`src/rtl/alu_result_stage.sv`:
```
// EX->WB result stage: two-entry main/skid buffer between ALU and write-back.
// in_ready is decoded from the state register only, so write-back stalls never reach the ALU combinationally.
module alu_result_stage #(
    parameter int N  = 32,
    parameter int RW = 5
) (
    input  logic          clk,
    input  logic          rst,
    input  logic          flush,
    input  logic          in_valid,
    output logic          in_ready,
    input  logic [N-1:0]  result,
    input  logic [RW-1:0] rd,
    input  logic          we,
    output logic          out_valid,
    input  logic          out_ready,
    output logic [N-1:0]  out_result,
    output logic [RW-1:0] out_rd,
    output logic          out_we,
    output logic          out_zero,
    output logic          out_neg
);

    typedef enum logic [1:0] {
        EMPTY = 2'd0,
        ONE   = 2'd1,
        TWO   = 2'd2
    } state_t;

    typedef struct packed {
        logic [N-1:0]  res;
        logic [RW-1:0] rd;
        logic          we;
        logic          zero;
        logic          neg;
    } entry_t;

    state_t state, state_nx;
    entry_t main_q, skid_q, in_e;
    logic   acc, take;
    logic   ld_main, ld_skid, mv_skid;

    // Flags are computed once at capture; x0 writes are squashed here.
    always_comb begin
        in_e.res  = result;
        in_e.rd   = rd;
        in_e.we   = we & (|rd);
        in_e.zero = ~|result;
        in_e.neg  = result[N-1];
    end

    assign in_ready  = (state != TWO);
    assign out_valid = (state != EMPTY);
    assign acc       = in_valid & in_ready;
    assign take      = out_valid & out_ready;

    always_ff @(posedge clk or posedge rst) begin
        if (rst) state <= EMPTY;
        else     state <= state_nx;
    end

    always_comb begin
        state_nx = state;
        ld_main  = 1'b0;
        ld_skid  = 1'b0;
        mv_skid  = 1'b0;
        if (flush) begin
            state_nx = EMPTY;
        end else begin
            unique case (state)
                EMPTY: begin
                    if (acc) begin
                        state_nx = ONE;
                        ld_main  = 1'b1;
                    end
                end
                ONE: begin
                    unique case (1'b1)
                        acc && take: ld_main = 1'b1;
                        acc && !take: begin
                            state_nx = TWO;
                            ld_skid  = 1'b1;
                        end
                        !acc && take: state_nx = EMPTY;
                        default: state_nx = ONE;
                    endcase
                end
                TWO: begin
                    if (take) begin
                        state_nx = ONE;
                        mv_skid  = 1'b1;
                    end
                end
                default: state_nx = EMPTY;
            endcase
        end
    end

    always_ff @(posedge clk or posedge rst) begin
        if (rst) begin
            main_q <= '0;
            skid_q <= '0;
        end else begin
            if (ld_main)      main_q <= in_e;
            else if (mv_skid) main_q <= skid_q;
            if (ld_skid)      skid_q <= in_e;
        end
    end

    // Main may hold a stale entry after a take or flush; never expose its write enable.
    assign out_result = main_q.res;
    assign out_rd     = main_q.rd;
    assign out_we     = main_q.we & out_valid;
    assign out_zero   = main_q.zero;
    assign out_neg    = main_q.neg;

endmodule

```
`config.mk`:
```
export PLATFORM = sky130hd
export DESIGN_NAME = alu_result_stage
export DESIGN_NICKNAME = d
export VERILOG_FILES = /design/src/rtl/alu_result_stage.sv
export SDC_FILE = /design/constraint.sdc
export NUM_CORES = 1
export LEC_CHECK = 0
export CORE_MARGIN = 2
export CORE_UTILIZATION = 45
export CTS_CLUSTER_DIAMETER = 50
export DETAILED_ROUTE_END_ITERATION = 12
export GPL_TIMING_DRIVEN = 0
export PLACE_DENSITY = 0.73
export SLEW_MARGIN = 0
export SYNTH_ARGS = -nofsm -noshare
export SYNTH_HDL_FRONTEND = slang
export SYNTH_SLANG_ARGS = --single-unit
```
`constraint.sdc`:
```
create_clock -name clk -period 3.95 [get_ports clk]
set_input_delay 0.395 -clock clk [delete_from_list [all_inputs] [get_ports clk]]
set_output_delay 0.395 -clock clk [all_outputs]
set_load 0.05 [all_outputs]
```
==> qor.csv <==
metric;value;unit
final worst setup slack;1.62;ns
syn_nets;325;
layout cells sized above 1;27.2;%
gr ovfl total;0;
Post-Synthesis Cell Area;0.00363;mm2
GP Congestion;0.757;
All-Layer GR Usage;18.7;%
Max IR drop VDD;314;uV
cts bufs inserted;9;
vias per cell;5.32;
Post-CTS Setup Bufs;0;
placed cell areas;0.00463;mm2
Setup TNS Final;0;ns
RSZ-0062 raised after global routing;false;
commonest cells in the netlist;dfrtp_1, buf_4, mux2_2;
Routed WL;7660;um
main combinational cell family by area after synthesis;multiplexers;
footprint of the multi-input gates;0.00127;mm2
Critical Path Start Type;register;
Hold-fix buffers, CTS;0;
largest net degree at the start of global routing;75;
register area share after synthesis;55.1;%
Crit path required time;3.56;ns
First-pass DRT Iterations;4;
Synth Area in XOR/XNOR;0;%
leakage power;2.11;nW
dominant synthesized flop cell;dfrtp_1;
first-pass GRT wire length;12700;um
post-detail-place hpwl;5440;um
Antenna diodes;0;
register area;0.00200;mm2
Sink Count;80;
1st-iter DRT viols;102;
compound-cell area share of the yosys netlist;11.4;%
Final Cycle Share;59.0;%
final hold vios;0;
# IOs;85;
core area;0.00777;mm2
Area Growth Syn to Fin;32.7;%
nets@finish;421;
row count;32;
Root Driver;clkbuf_8;
die area;0.00880;mm2
Max-Cap Viols;0;
pwr dens;510;mW/mm2
Synth top area share;55.1;%
Synth Area in Simple Gates;11.1;%
adder-cell share of the synthesized area;0;%
run status;complete, no violations;
total power;0.00245;W
# DRC;0;
most frequent cell after synthesis;dfrtp_1;
Setup-failing EPs final;0;
DRT antenna net count;0;
Initial Util;46.7;%
Post-synth EDFFs;0;
leading area contributor after synthesis;dfrtp_1;
post-synthesis mux area share;12.6;%
clock skew;0.00876;ns
vias;2578;
slew at the pin with the worst max-slew slack;0.565;ns
Place WS;1.56;ns
Max-slew headroom;62.3;%
H-tree depth;3;
Reg clk slew, reported paths;0.08;ns
worst skew pair latency;0.35;ns
ranking of synthesized cells by area;dfrtp_1, mux2_2, a221o_1;
initial antenna violation count;0;
vias in the first global route;2621;
ys async rst share;100;%
Synth cell types;26;
CP Class;reg -> out;
maximum clock insertion buffer count;2;
Worst Hold Class;in -> async;
Chip Width;93.8;um
syn_area_per_cell;12.9;um2
FMAX;0.429;GHz
CTS tree;done;
PortBufs;84;
design area;0.00482;mm2
min Tclk post-route;2.33;ns
FF+latch count, synth;80;
Slew Limit Fails;0;
crit end category;output port;
Synth Instances;282;
critical path data arrival time;1.93;ns
CP Max Fanout;6;
cts repair resizes;0;
Yosys warnings;0;
Die Height;93.8;um
DR WL/cell;15.8;um
Filler Cell Count;635;
worst paths after layout:
check                          start              to  slack, ns  depth (start not counted)
setup / recovery            state[1]          out_we       1.62                          3
setup reg to reg            state[1]   out_result[6]       2.08                          5
hold reg to reg            skid_q[6]       skid_q[6]       0.50                          1
max in group asynchronous        rst  out_result[23]       3.10                          3
hold / removal                   rst   out_result[1]       0.28                          2
min in group clk           skid_q[6]       skid_q[6]       0.50                          1
layout make-up:
class | count | share of cell area [%]
clock inverters | 6 | 1.25
repair buffers | 85 | 18.0
flip-flops and latches | 80 | 41.6
clock buffers | 10 | 2.65
multi-input cells | 149 | 26.5
plain buffers | 52 | 7.27
well taps | 102 | 2.65
inverters | 1 | 0.130
report_power, final:
| group | switching [W] | total (W) | internal [W] |
|---|---|---|---|
| sequential | 0.0000897 | 0.00109 | 0.00100 |
| clock | 0.000291 | 0.000579 | 0.000289 |
| combinational | 0.000406 | 0.000786 | 0.000380 |
cells by family (layout without fill, tap and decap cells):
group,count (synthesis),in the layout
simple gates,63,63
flops,80,80
buf+inv,53,154
compound gates,45,45
mux,41,41
worst max-delay path: stages (launching register included):
cell and delay [ns]:
dfrtp_1 0.44, or2_2 0.30, and2_1 0.16, clkdlybuf4s50_1 0.69
flip-flops by register name, summed over array words and instances (netlist names):
| name | cells |
|---|---|
| main_q | 1 |
| out_zero | 1 |
| out_rd | 5 |
| state | 2 |
| out_result | 32 |
| skid_q | 39 |
cells in the final DEF, fill, tap and decap left out, drive strengths merged, types with 2 or more instances in the layout:
cell type,synthesis,routed
dfrtp,80,80
clkinvlp,0,2
nor2b,3,3
mux2,38,38
a221o,36,36
a211oi,2,2
buf,44,45
clkdlybuf4s50,0,84
clkinv,0,3
nand2,4,4
nand4,2,2
clkbuf,8,18
nor4,8,8
nor2,3,3
and2,37,37
a21oi,2,2
o21ai,4,4
mux2i,3,3
metal layers:
metal / wire length, um / global-route usage [%]
met3: 356 / 4.57
met5: 0 / 0
met1: 3560 / 24.6
met4: 76 / 6.28
met2: 3670 / 30.2
per-stage QoR:
stage | instances | hold WS, ns | util, %
6_report | 485 | 0.276 | 62.0
5_1_grt | 485 | 0.267 | 62.0
4_1_cts | 485 | 0.258 | 62.0
3_5_place_dp | 469 | 0.484 | 59.6
3_3_place_gp | 468 | 0.466 | 59.2
2_1_floorplan | 282 | 0.451 | -
No activity file was read; power rests on OpenSTA's default activity.
==> patch (same flow settings) <==
Reset style: synchronous (`rst`), changed in 2 clocked blocks.
--- a/src/rtl/alu_result_stage.sv
+++ b/src/rtl/alu_result_stage.sv
@@ -56,3 +56,3 @@
 
-    always_ff @(posedge clk or posedge rst) begin
+    always_ff @(posedge clk) begin
         if (rst) state <= EMPTY;
@@ -98,3 +98,3 @@
 
-    always_ff @(posedge clk or posedge rst) begin
+    always_ff @(posedge clk) begin
         if (rst) begin
Formal check against the unedited RTL: differs if rst is asserted again (counterexample within 4 cycles, from zero or initial values and one cycle with rst high); with rst held inactive, the same outputs for 10 cycles.
==> patch against the original RTL <==
  * Worst hold slack better by 0.18 ns
  * Global-route usage up 1.8 points
  * Worst setup slack worse by 0.018 ns
  * Critical endpoint unchanged
  * Final cell count up 26%
  * Routed wire length up 7.6%
  * Area after synthesis down 5.9%
  * Sequential cell count unchanged
  * Cell area down 4.7%
Power is not compared: it rests on default switching activity, and its combinational part moved more than twofold at a synthesized area within 25%.
==> patch: results (changes against the original RTL) <==
metric,value,unit,change
Post-Route WL,8240,um,was 7660 um
I/O Buffers,83,,was 84
Global Route Usage Sum,0.205,,was 0.187
Worst Reg2Reg Path Length in Cells,8,,was 5
metal2 WL,3980,um,was 3670 um
R2R Setup Slk,1.82,ns,was 2.08 ns
Post-Route M1 WL,3670,um,was 3560 um
Placed Instances,597,,was 469
Worst EP arrival,1.95,ns,was 1.93 ns
distinct cell type count after synthesis,31,,was 26
CP Launch Point,state[1],,unchanged
worst hold path class,reg -> reg,,was in -> async
met3 wire length,442,um,was 356 um
DPL Wire Length,6140,um,was 5440 um
proportion of synthesized area in mux cells,0.00293,,was 0.126
Final Non-Filler Cells,612,,was 485
met2 usage,0.329,,was 0.302
syn nets,459,,was 325
CP max FO,7,,was 6
Layout Skew,0.00638,ns,was 0.00876 ns
RD Place Congestion,0.817,,was 0.757
status,"complete, no violations",,unchanged
global-route wire length before repair,13700,um,was 12700 um
Syn Inst Count,415,,was 282
Via Count,3093,,was 2578
met3 usage,0.0490,,was 0.0457
layout cell share with drive strength beyond 1,0.140,,was 0.272
initial DRC count,91,,was 102
Fillers,648,,was 635
met1 global-route usage,0.257,,was 0.246
Slew @ Worst Pin,0.509,ns,was 0.565 ns
post-synthesis compound-gate area fraction,0.217,,was 0.114
pin count of the biggest net entering global routing,13,,was 75
sequential share of the synthesized area,0.469,,was 0.551
top_reg_cell synth,dfxtp_1,,was dfrtp_1
ranking of synthesized cells by area,"dfxtp_1, nand2_1, a21oi_1",,"was dfrtp_1, mux2_2, a221o_1"
async set-reset flop share out of synthesis,0,,was 1.00
patch: critical path: stages (launching register included):
cell and delay, ns:
dfxtp_1 0.36, or2_2 0.36, and2_1 0.19, clkdlybuf4s50_1 0.70
patch: cell type report:
cell class,instances,share of cell area
flip-flops and latches,80,0.349
multi-input cells,266,0.297
repair buffers,83,0.181
plain buffers,67,0.0962
clock buffers,12,0.0338
well taps,99,0.0270
clock inverters,3,0.0142
inverters,2,0.00164
patch: through the flow:
| step | cell area (um2) | setup slack, ns | utilization | hold slack [ns] | total power, W |
|---|---|---|---|---|---|
| after floorplan | 3420 | 1.87 | - | 0.432 | 0.00102 |
| after global placement | 4370 | 1.69 | 0.599 | 0.441 | 0.00113 |
| after detailed placement | 4370 | 1.63 | 0.599 | 0.444 | 0.00114 |
| after CTS | 4590 | 1.61 | 0.630 | 0.454 | 0.00179 |
| after global routing | 4590 | 1.55 | 0.630 | 0.475 | 0.00184 |
| final | 4590 | 1.60 | 0.630 | 0.453 | 0.00178 |
